<file path="src/rtl/rv32m_mdu_pkg.sv">
// ---------------------------------------------------------------------------
// rv32m_mdu_pkg
// Shared encodings for the RV32M multiply/divide unit:
//   - func3 encodings of the eight RV32M operations
//   - FSM state encodings (IDLE / CALC / FIX)
//   - MDU_ITER: number of radix-2 iterations per operation
// ---------------------------------------------------------------------------
package rv32m_mdu_pkg;

  localparam logic [2:0] MDU_MUL    = 3'd0;
  localparam logic [2:0] MDU_MULH   = 3'd1;
  localparam logic [2:0] MDU_MULHSU = 3'd2;
  localparam logic [2:0] MDU_MULHU  = 3'd3;
  localparam logic [2:0] MDU_DIV    = 3'd4;
  localparam logic [2:0] MDU_DIVU   = 3'd5;
  localparam logic [2:0] MDU_REM    = 3'd6;
  localparam logic [2:0] MDU_REMU   = 3'd7;

  localparam logic [1:0] MDU_IDLE = 2'd0;
  localparam logic [1:0] MDU_CALC = 2'd1;
  localparam logic [1:0] MDU_FIX  = 2'd2;

  localparam int MDU_ITER = 32;

  // All divide/remainder encodings have func3[2] set.
  function automatic logic mdu_is_div(input logic [2:0] f3);
    return f3[2];
  endfunction

endpackage

</file>
<file path="src/rtl/rv32m_mdu.sv">
// ---------------------------------------------------------------------------
// rv32m_mdu
// Iterative radix-2 RV32M multiply/divide unit for the EX stage.
// One product/quotient bit per cycle; 33 edges from acceptance to done.
//
// Ports:
//   clk     in   system clock, rising edge
//   rst     in   asynchronous active-low reset
//   start   in   operation request, sampled only while busy=0
//   func3   in   RV32M operation (MUL..REMU)
//   op_a    in   rs1 value (multiplicand / dividend)
//   op_b    in   rs2 value (multiplier / divisor)
//   flush   in   abort any in-flight operation, no done pulse
//   busy    out  high while an accepted operation is in progress
//   done    out  one-cycle pulse, result valid in this cycle
//   result  out  registered result, held until the next done
//
// Build option:
//   MDU_EARLY_OUT_EN  when defined, divide-by-zero and signed-overflow
//                     operations go straight from IDLE to FIX (done one
//                     edge after acceptance). Undefined: constant latency.
// ---------------------------------------------------------------------------
module rv32m_mdu
  import rv32m_mdu_pkg::*;
#(
  parameter int XLEN = 32
) (
  input  logic            clk,
  input  logic            rst,
  input  logic            start,
  input  logic [2:0]      func3,
  input  logic [XLEN-1:0] op_a,
  input  logic [XLEN-1:0] op_b,
  input  logic            flush,
  output logic            busy,
  output logic            done,
  output logic [XLEN-1:0] result
);

  localparam int CNT_W = $clog2(MDU_ITER);

`ifdef MDU_EARLY_OUT_EN
  localparam bit EARLY_OUT = 1'b1;
`else
  localparam bit EARLY_OUT = 1'b0;
`endif

  // Conditional two's-complement negation (single and double width).
  function automatic logic [XLEN-1:0] f_cond_neg(input logic [XLEN-1:0] v,
                                                 input logic            neg);
    return neg ? -v : v;
  endfunction

  function automatic logic [2*XLEN-1:0] f_cond_neg_dw(input logic [2*XLEN-1:0] v,
                                                      input logic              neg);
    return neg ? -v : v;
  endfunction

  // Control state
  logic [1:0]       r_state;
  logic [CNT_W-1:0] r_cnt;
  logic [2:0]       r_func3;
  logic             r_done;
  logic [XLEN-1:0]  r_result;

  // Datapath state
  // r_acc: multiply = {partial product hi, multiplier being shifted out}
  //        divide   = {partial remainder, dividend shifting into quotient}
  logic [2*XLEN-1:0] r_acc;
  logic [XLEN-1:0]   r_mag;       // |multiplicand| or |divisor|
  logic              r_neg_main;  // negate product / quotient
  logic              r_neg_rem;   // negate remainder
  logic              r_spec;      // divide-by-zero or signed overflow
  logic [XLEN-1:0]   r_spec_res;

  // Operand decode at acceptance
  logic            w_a_signed;
  logic            w_b_signed;
  logic            w_sa;
  logic            w_sb;
  logic [XLEN-1:0] w_abs_a;
  logic [XLEN-1:0] w_abs_b;
  logic            w_is_div;
  logic            w_div0;
  logic            w_ovf;
  logic            w_special;
  logic [XLEN-1:0] w_spec_res;

  assign w_a_signed = (func3 == MDU_MULH) || (func3 == MDU_MULHSU) ||
                      (func3 == MDU_DIV)  || (func3 == MDU_REM);
  assign w_b_signed = (func3 == MDU_MULH) || (func3 == MDU_DIV) ||
                      (func3 == MDU_REM);
  assign w_sa       = op_a[XLEN-1] & w_a_signed;
  assign w_sb       = op_b[XLEN-1] & w_b_signed;
  // -(2^31) reinterpreted as unsigned is exactly 2^31, so no overflow here.
  assign w_abs_a    = f_cond_neg(op_a, w_sa);
  assign w_abs_b    = f_cond_neg(op_b, w_sb);
  assign w_is_div   = mdu_is_div(func3);
  assign w_div0     = w_is_div && (op_b == '0);
  assign w_ovf      = ((func3 == MDU_DIV) || (func3 == MDU_REM)) &&
                      (op_a == {1'b1, {(XLEN-1){1'b0}}}) && (op_b == '1);
  assign w_special  = w_div0 || w_ovf;

  // func3[1] separates remainder (REM/REMU) from quotient (DIV/DIVU).
  always_comb begin
    w_spec_res = '0;
    if (w_div0) begin
      w_spec_res = func3[1] ? op_a : '1;
    end else if (w_ovf) begin
      w_spec_res = func3[1] ? '0 : {1'b1, {(XLEN-1){1'b0}}};
    end
  end

  // Shift-add multiply step: add multiplicand into the upper half when the
  // current multiplier bit is set, then shift the whole accumulator right.
  logic [XLEN:0]     w_mul_sum;
  logic [2*XLEN-1:0] w_mul_next;

  assign w_mul_sum  = {1'b0, r_acc[2*XLEN-1:XLEN]} +
                      (r_acc[0] ? {1'b0, r_mag} : '0);
  assign w_mul_next = {w_mul_sum, r_acc[XLEN-1:1]};

  // Restoring divide step on a 33-bit shifted partial remainder. The true
  // difference is below the divisor, so a 32-bit subtract is exact.
  logic [XLEN:0]     w_div_shift;
  logic              w_div_ge;
  logic [XLEN-1:0]   w_div_sub;
  logic [2*XLEN-1:0] w_div_next;

  assign w_div_shift = {r_acc[2*XLEN-1:XLEN], r_acc[XLEN-1]};
  assign w_div_ge    = (w_div_shift >= {1'b0, r_mag});
  assign w_div_sub   = w_div_shift[XLEN-1:0] - r_mag;
  assign w_div_next  = {(w_div_ge ? w_div_sub : w_div_shift[XLEN-1:0]),
                        r_acc[XLEN-2:0], w_div_ge};

  // Sign correction and result selection
  logic [2*XLEN-1:0] w_prod;
  logic [XLEN-1:0]   w_quo;
  logic [XLEN-1:0]   w_rem;
  logic [XLEN-1:0]   w_fix_res;

  assign w_prod = f_cond_neg_dw(r_acc, r_neg_main);
  assign w_quo  = f_cond_neg(r_acc[XLEN-1:0], r_neg_main);
  assign w_rem  = f_cond_neg(r_acc[2*XLEN-1:XLEN], r_neg_rem);

  always_comb begin
    w_fix_res = '0;
    if (r_spec) begin
      w_fix_res = r_spec_res;
    end else begin
      case (r_func3)
        MDU_MUL:                          w_fix_res = w_prod[XLEN-1:0];
        MDU_MULH, MDU_MULHSU, MDU_MULHU:  w_fix_res = w_prod[2*XLEN-1:XLEN];
        MDU_DIV, MDU_DIVU:                w_fix_res = w_quo;
        MDU_REM, MDU_REMU:                w_fix_res = w_rem;
        default:                          w_fix_res = '0;
      endcase
    end
  end

  // FSM, counter and datapath registers
  always_ff @(posedge clk or negedge rst) begin
    if (!rst) begin
      r_state    <= MDU_IDLE;
      r_cnt      <= '0;
      r_func3    <= '0;
      r_done     <= 1'b0;
      r_result   <= '0;
      r_acc      <= '0;
      r_mag      <= '0;
      r_neg_main <= 1'b0;
      r_neg_rem  <= 1'b0;
      r_spec     <= 1'b0;
      r_spec_res <= '0;
    end else begin
      r_done <= 1'b0;
      if (flush) begin
        // Kill wins over everything, including a same-cycle start.
        r_state <= MDU_IDLE;
      end else begin
        case (r_state)
          MDU_IDLE: begin
            if (start) begin
              r_func3    <= func3;
              r_neg_main <= w_sa ^ w_sb;
              r_neg_rem  <= w_sa;
              r_spec     <= w_special;
              r_spec_res <= w_spec_res;
              r_cnt      <= CNT_W'(MDU_ITER - 1);
              if (w_is_div) begin
                r_acc <= {{XLEN{1'b0}}, w_abs_a};
                r_mag <= w_abs_b;
              end else begin
                r_acc <= {{XLEN{1'b0}}, w_abs_b};
                r_mag <= w_abs_a;
              end
              r_state <= (EARLY_OUT && w_special) ? MDU_FIX : MDU_CALC;
            end
          end
          MDU_CALC: begin
            r_acc <= r_func3[2] ? w_div_next : w_mul_next;
            r_cnt <= r_cnt - 1'b1;
            if (r_cnt == '0) begin
              r_state <= MDU_FIX;
            end
          end
          MDU_FIX: begin
            r_result <= w_fix_res;
            r_done   <= 1'b1;
            r_state  <= MDU_IDLE;
          end
          default: r_state <= MDU_IDLE;
        endcase
      end
    end
  end

  assign busy   = (r_state != MDU_IDLE);
  assign done   = r_done;
  assign result = r_result;

endmodule

</file>
<file path="config.mk">
export PLATFORM = sky130hd
export DESIGN_NAME = rv32m_mdu
export DESIGN_NICKNAME = d
export VERILOG_FILES = /design/src/rtl/rv32m_mdu_pkg.sv /design/src/rtl/rv32m_mdu.sv
export SDC_FILE = /design/constraint.sdc
export NUM_CORES = 1
export LEC_CHECK = 0
export ABC_CLOCK_PERIOD_IN_PS = 3350
export CAP_MARGIN = 30
export CORE_AREA = 4 4 237 239
export DETAILED_ROUTE_END_ITERATION = 8
export DIE_AREA = 0 0 241 243
export HOLD_SLACK_MARGIN = 0.06
export PLACE_DENSITY = 0.53
export SYNTH_ARGS = -nofsm -noshare
export SYNTH_HDL_FRONTEND = slang
export SYNTH_SLANG_ARGS = --single-unit
</file>
<file path="constraint.sdc">
create_clock -name clk -period 3.35 [get_ports clk]
set_input_delay 0.67 -clock clk [delete_from_list [all_inputs] [get_ports clk]]
set_output_delay 0.67 -clock clk [all_outputs]
set_load 0.05 [all_outputs]
</file>
; Word level (Yosys, flattened, before mapping)
; Index checks and enable logic that the tools add are counted.
[totals]
ff_bits = 174
out_inout_bits = 34
wordCells = 91
[op_classes]
add_sub_neg = 8
n_lt_le_gt_ge = 1
eq_ne = 18
mux = 26
bitwise = 4
n_reduce_logical = 23
[ops]
columns = cell, n
row1 = $mux 32, 13
row2 = $mux 64, 3
row3 = $neg 32->32, 4
row4 = $pmux 32 s4, 1
row5 = $pmux 64 s2, 1
row6 = $eq 32x32->1 const B, 2
row7 = $neg 64->64, 1
row8 = $add 32x32->33, 1
row9 = $ge 33x32->1, 1
row10 = $logic_not 32->1, 1
row11 = $sub 32x32->32, 1
row12 = $eq 3x3->1 const B, 6
row13 = $pmux 5 s2, 1
row14 = $eq 3x2->1 const B, 3
row15 = $logic_or 1x1->1, 7
row16 = $eq 3x1->1 const B, 2
row17 = $mux 2, 3
row18 = $ne 3x3->1 const B, 2
row19 = $reduce_and 3->1, 2
row20 = $logic_not 5->1, 1
row21 = $mux 5, 1
row22 = $sub 5x1->5 const B, 1
row23 = $pmux 2 s2, 1
row24 = $reduce_and 2->1, 2
row25 = other kinds (13), 19

; Longest topological paths before layout
[logic_depth]
depth_word = 9
depth_mapped = 14

; Worst setup path before layout
; OpenSTA, ideal clock, no wires.
[synth_timing]
path_kind = register to register
from = register r_acc[45]
to = register r_acc[63]
setup_ns = 0.134
t_arrival_ns = 3.117
required_ns = 3.216
setup_slack_ns = 0.099
path_stages_with_launch = 13
n_path_buf = 3
synth_period_minus_slack_ns = 3.251
cell_sequence = dfrtp_1 > ha_1 > and2_1 > clkbuf_1 > nand3_1 > or4_1 > o21ai_0 > nor3_1 > a21o_1 > clkbuf_1 > clkbuf_1 > a2111oi_0 > a21oi_1
[synth_between]
elab_chain_len = 4
elab_cells_between_ends = 6
[synth_rtl]
columns = item, line
row1 = "start, declared", rv32m_mdu.sv:69  ; logic [2*XLEN-1:0] r_acc;
row2 = "start signal, assigned", rv32m_mdu.sv:191  ; r_acc <= {{XLEN{1'b0}}, w_abs_a};
row3 = "start signal, assigned", rv32m_mdu.sv:194  ; r_acc <= {{XLEN{1'b0}}, w_abs_b};
row4 = "start signal, assigned", rv32m_mdu.sv:201  ; r_acc <= r_func3[2] ? w_div_next : w_mul_next;
row5 = $sub 32x32->32 or $ge 33x32->1 (tied branches), "rv32m_mdu.sv:132, rv32m_mdu.sv:131"
row6 = $mux 32, rv32m_mdu.sv:133  ; assign w_div_next = {(w_div_ge ? w_div_sub : w_div_shift[XLEN-1:0]),
row7 = $mux 64 *, rv32m_mdu.sv:201
row8 = $pmux 64 s2 *, rv32m_mdu.sv:181  ; case (r_state)
; Mark *: on every way between the ends. The rest lies on a longest branch, timed or not.
; A chain may end at the register's enable or synchronous reset.

; Final worst setup path
[layout_timing]
from = register r_acc[23]
to = register r_result[9], in the netlist result[9]
[layout_between]
elab_chain_len = 4
[layout_rtl]
columns = item, line
row1 = $neg 64->64, rv32m_mdu.sv:56  ; return neg ? -v : v;
row2 = $mux 64, rv32m_mdu.sv:56
row3 = $pmux 32 s4, rv32m_mdu.sv:151  ; case (r_func3)
row4 = $mux 32, rv32m_mdu.sv:148  ; if (r_spec) begin
row5 = "end signal, assigned", rv32m_mdu.sv:208  ; r_result <= w_fix_res;
row6 = "end, declared", rv32m_mdu.sv:64  ; logic [XLEN-1:0] r_result;
; Every way passes these cells.

==> reports/qor.yml <==
finalSetupViolCount: 0
ys_seq_area_share_pct: 27.1
fin_skew_ns: 0.0158
crit_start: "r_acc[23]"
antenna_cells: 0
cp-start-kind: "register"
rrSetupSlack_ns: 0.07
avgRoutedWirePerCell_um: 22.8
synth_seq_cells: 174
dp.cells: 3007
finalCritPeriodShare_pct: 98.0
crit_path_end_kind: "register"
cp_max_fo: 7
cts_inserted_buffers: 17
viasPerCell: 5.65
grt_max_degree: 83
ys.flop_type: "dfrtp_1"
status: "complete, no violations"
crit_type: "reg2reg"
cts_hold_buf: 0
cts_num_sinks: 174
maxCapViolCount: 0
maxSlewViolCount: 0
max_slew_margin_pct: 37.1
clk_pin_slew_worst_paths_ns: 0.08
core_um2: 53800
drtAntennaViolNets: 0
synthesis.area_um2: 16100
chipHeight_um: 243
max_freq_ghz: 0.305
dp_hpwl_um: 54500
io_pins: 105
overflow: 0
cts_root_buf: "clkbuf_16"
ys_types: 72
final-instance-count-excl-fill: 3044
avgSynthCellArea_um2: 7.67
grt_antenna_before_repair: 1
fill_cells: 5697
leakagePower_nw: 8.94
fin_nets: 2479
numPortBuffers: 104
final_hold_viol_count: 0
postSynth.asyncResetShare_pct: 100
reg2reg_from: "r_acc[23]"
tightest_slew_ns: 0.935
crit_arrival_ns: 3.66
cts_tree: "done"
gp_congestion: 0.954
fin_crit_ns: 3.28
drtPass1Iterations: 6
rows: 85
ir_drop_uv: 443
grt_pass1_vias: 16700
r2r_cells: 9
vias: 17200
drc: 0
p_per_area_nw_per_um2: 840
ctsLongestPathBuffers: 2
start_util_pct: 29.8
ys.warnings.count: 0
drt_iter0_markers: 1592
die_x_um: 241
synth_fp_nets: 2237
tns_ns: 0
clk_latency_ns: 0.50
endpoint: "result[9]"
worstPathRequired_ns: 3.73
wl_um: 69300
grt_pass1_wl_um: 105000
drive_gt1_share_pct: 16.1
syn2layout_area_growth_pct: 26.2
synth_edf_count: 0
min_path_type: "in2async"
r2r_end: "result[9]"
die_area_um2: 58600
grt_use_total_pct: 23.3
h-tree-depth: 4
synthCells: 2093
## timing repair
item | in CTS | in global routing
endpoints found under the setup margin | 6 | 38
resized for setup | 7 | 49
pin swaps | 0 | 11
endpoints found under the hold margin | 0 | 0
buffers inserted | 0 | 5
## per-stage QoR
step                hold WS (ns)  total power (W)  cell area (um^2)  worst slack (ns)  util [%]
CTS                        0.250           0.0165             20100            0.0266      37.3
global placement           0.463           0.0143             19500            -0.245      36.2
detailed placement         0.471           0.0144             19500            -0.294      36.2
floorplan                  0.374          0.00994             16100            0.0989         -
finish                     0.239           0.0170             20300            0.0662      37.7
global route               0.269           0.0181             20300           -0.0297      37.7
## worst min path at each step
stage	from	to	depth (start not counted)
detailed placement	r_spec_res[9]	r_spec_res[9]	2
global placement	result[15]	result[15]	2
global route	rst	result[25]	1
CTS	rst	result[21]	1
finish	rst	result[14]	1
floorplan	rst	done	0
## kinds of logic (layout without fill, tap and decap cells)
group,after synthesis,after routing,synth area share [%]
fa+ha+maj,73,73,5.78
flops,174,174,27.1
mux,78,78,4.95
buf+inv,217,472,5.21
xor+xnor,188,188,10.3
compound gates,682,682,26.3
simple gates,681,681,20.4
## synthesized netlist by cell type, types with 18 or more instances
master    count  area share, %
nor2b_1      44            1.7
nand4_1      18           0.70
o221ai_1     21            1.1
ha_1         71            5.5
clkbuf_1    135            3.2
a21oi_1     201            6.3
xnor2_1      97            5.3
nor2_1      166            3.9
nand3_1      38            1.2
mux2i_1      66            4.1
nor4_1       23           0.90
a31oi_1      23           0.90
dfrtp_1     174             27
o31ai_1      49            2.3
xor2_1       91            5.0
a211oi_1     20           0.93
a22oi_1      18           0.84
inv_1        64            1.5
nand2_1     236            5.5
o21ai_0     193            6.0
or4_1        18           0.84
nor3_1       32            1.0
a21o_1       50            2.3
or3_1        18           0.70
## sequential cells by signal (all words and copies together) (netlist names)
register	count
r_mag	32
done	1
r_func3	3
r_cnt	5
r_acc	64
r_spec_res	32
r_neg_main	1
result	32
r_spec	1
r_neg_rem	1
r_state	2
## where the power goes
part	switching [W]	total [W]	internal [W]	leakage, nW
Clock	0.00107	0.00204	0.000974	0.267
Sequential	0.000653	0.00321	0.00256	2.27
Combinational	0.00684	0.0118	0.00492	6.40
## worst max-delay path: stages, from the launching register on
cell,delay (ns)
dfrtp_1,0.39
or4_4,0.56
or4_4,0.51
or2_4,0.27
or4_4,0.51
buf_4,0.19
o21ai_0,0.24
o21ai_0,0.15
a221oi_2,0.27
nor2_1,0.08
## final cells by class
type,count,area [um^2],share of cell area (%)
well taps,696,871,4.30
multi-input cells,1702,11100,54.6
clock inverters,14,126,0.624
repair buffers,374,3170,15.6
inverters,66,248,1.22
flip-flops and latches,174,4360,21.5
clock buffers,18,429,2.12
## layout by cell type, fill, tap and decap left out, types with 61 or more instances in the layout
| master | n |
|---|---|
| a21oi_1 | 195 |
| buf_4 | 262 |
| clkdlybuf4s50_1 | 102 |
| dfrtp_1 | 171 |
| ha_1 | 68 |
| inv_1 | 61 |
| mux2i_1 | 65 |
| nand2_1 | 235 |
| nor2_1 | 165 |
| o21ai_0 | 179 |
| xnor2_1 | 97 |
| xor2_1 | 91 |
## metal layers
| layer | vias up | share of wire, % | GRT usage [%] |
|---|---|---|---|
| met3 | 91 | 7.2 | 4.43 |
| met4 | 0 | 3.1 | 7.83 |
| li1 | 8032 | - | - |
| met5 | - | 0 | 0 |
| met2 | 633 | 43 | 34.2 |
| met1 | 8433 | 47 | 34.2 |
Note: power is estimated with default switching activity, not from simulation.
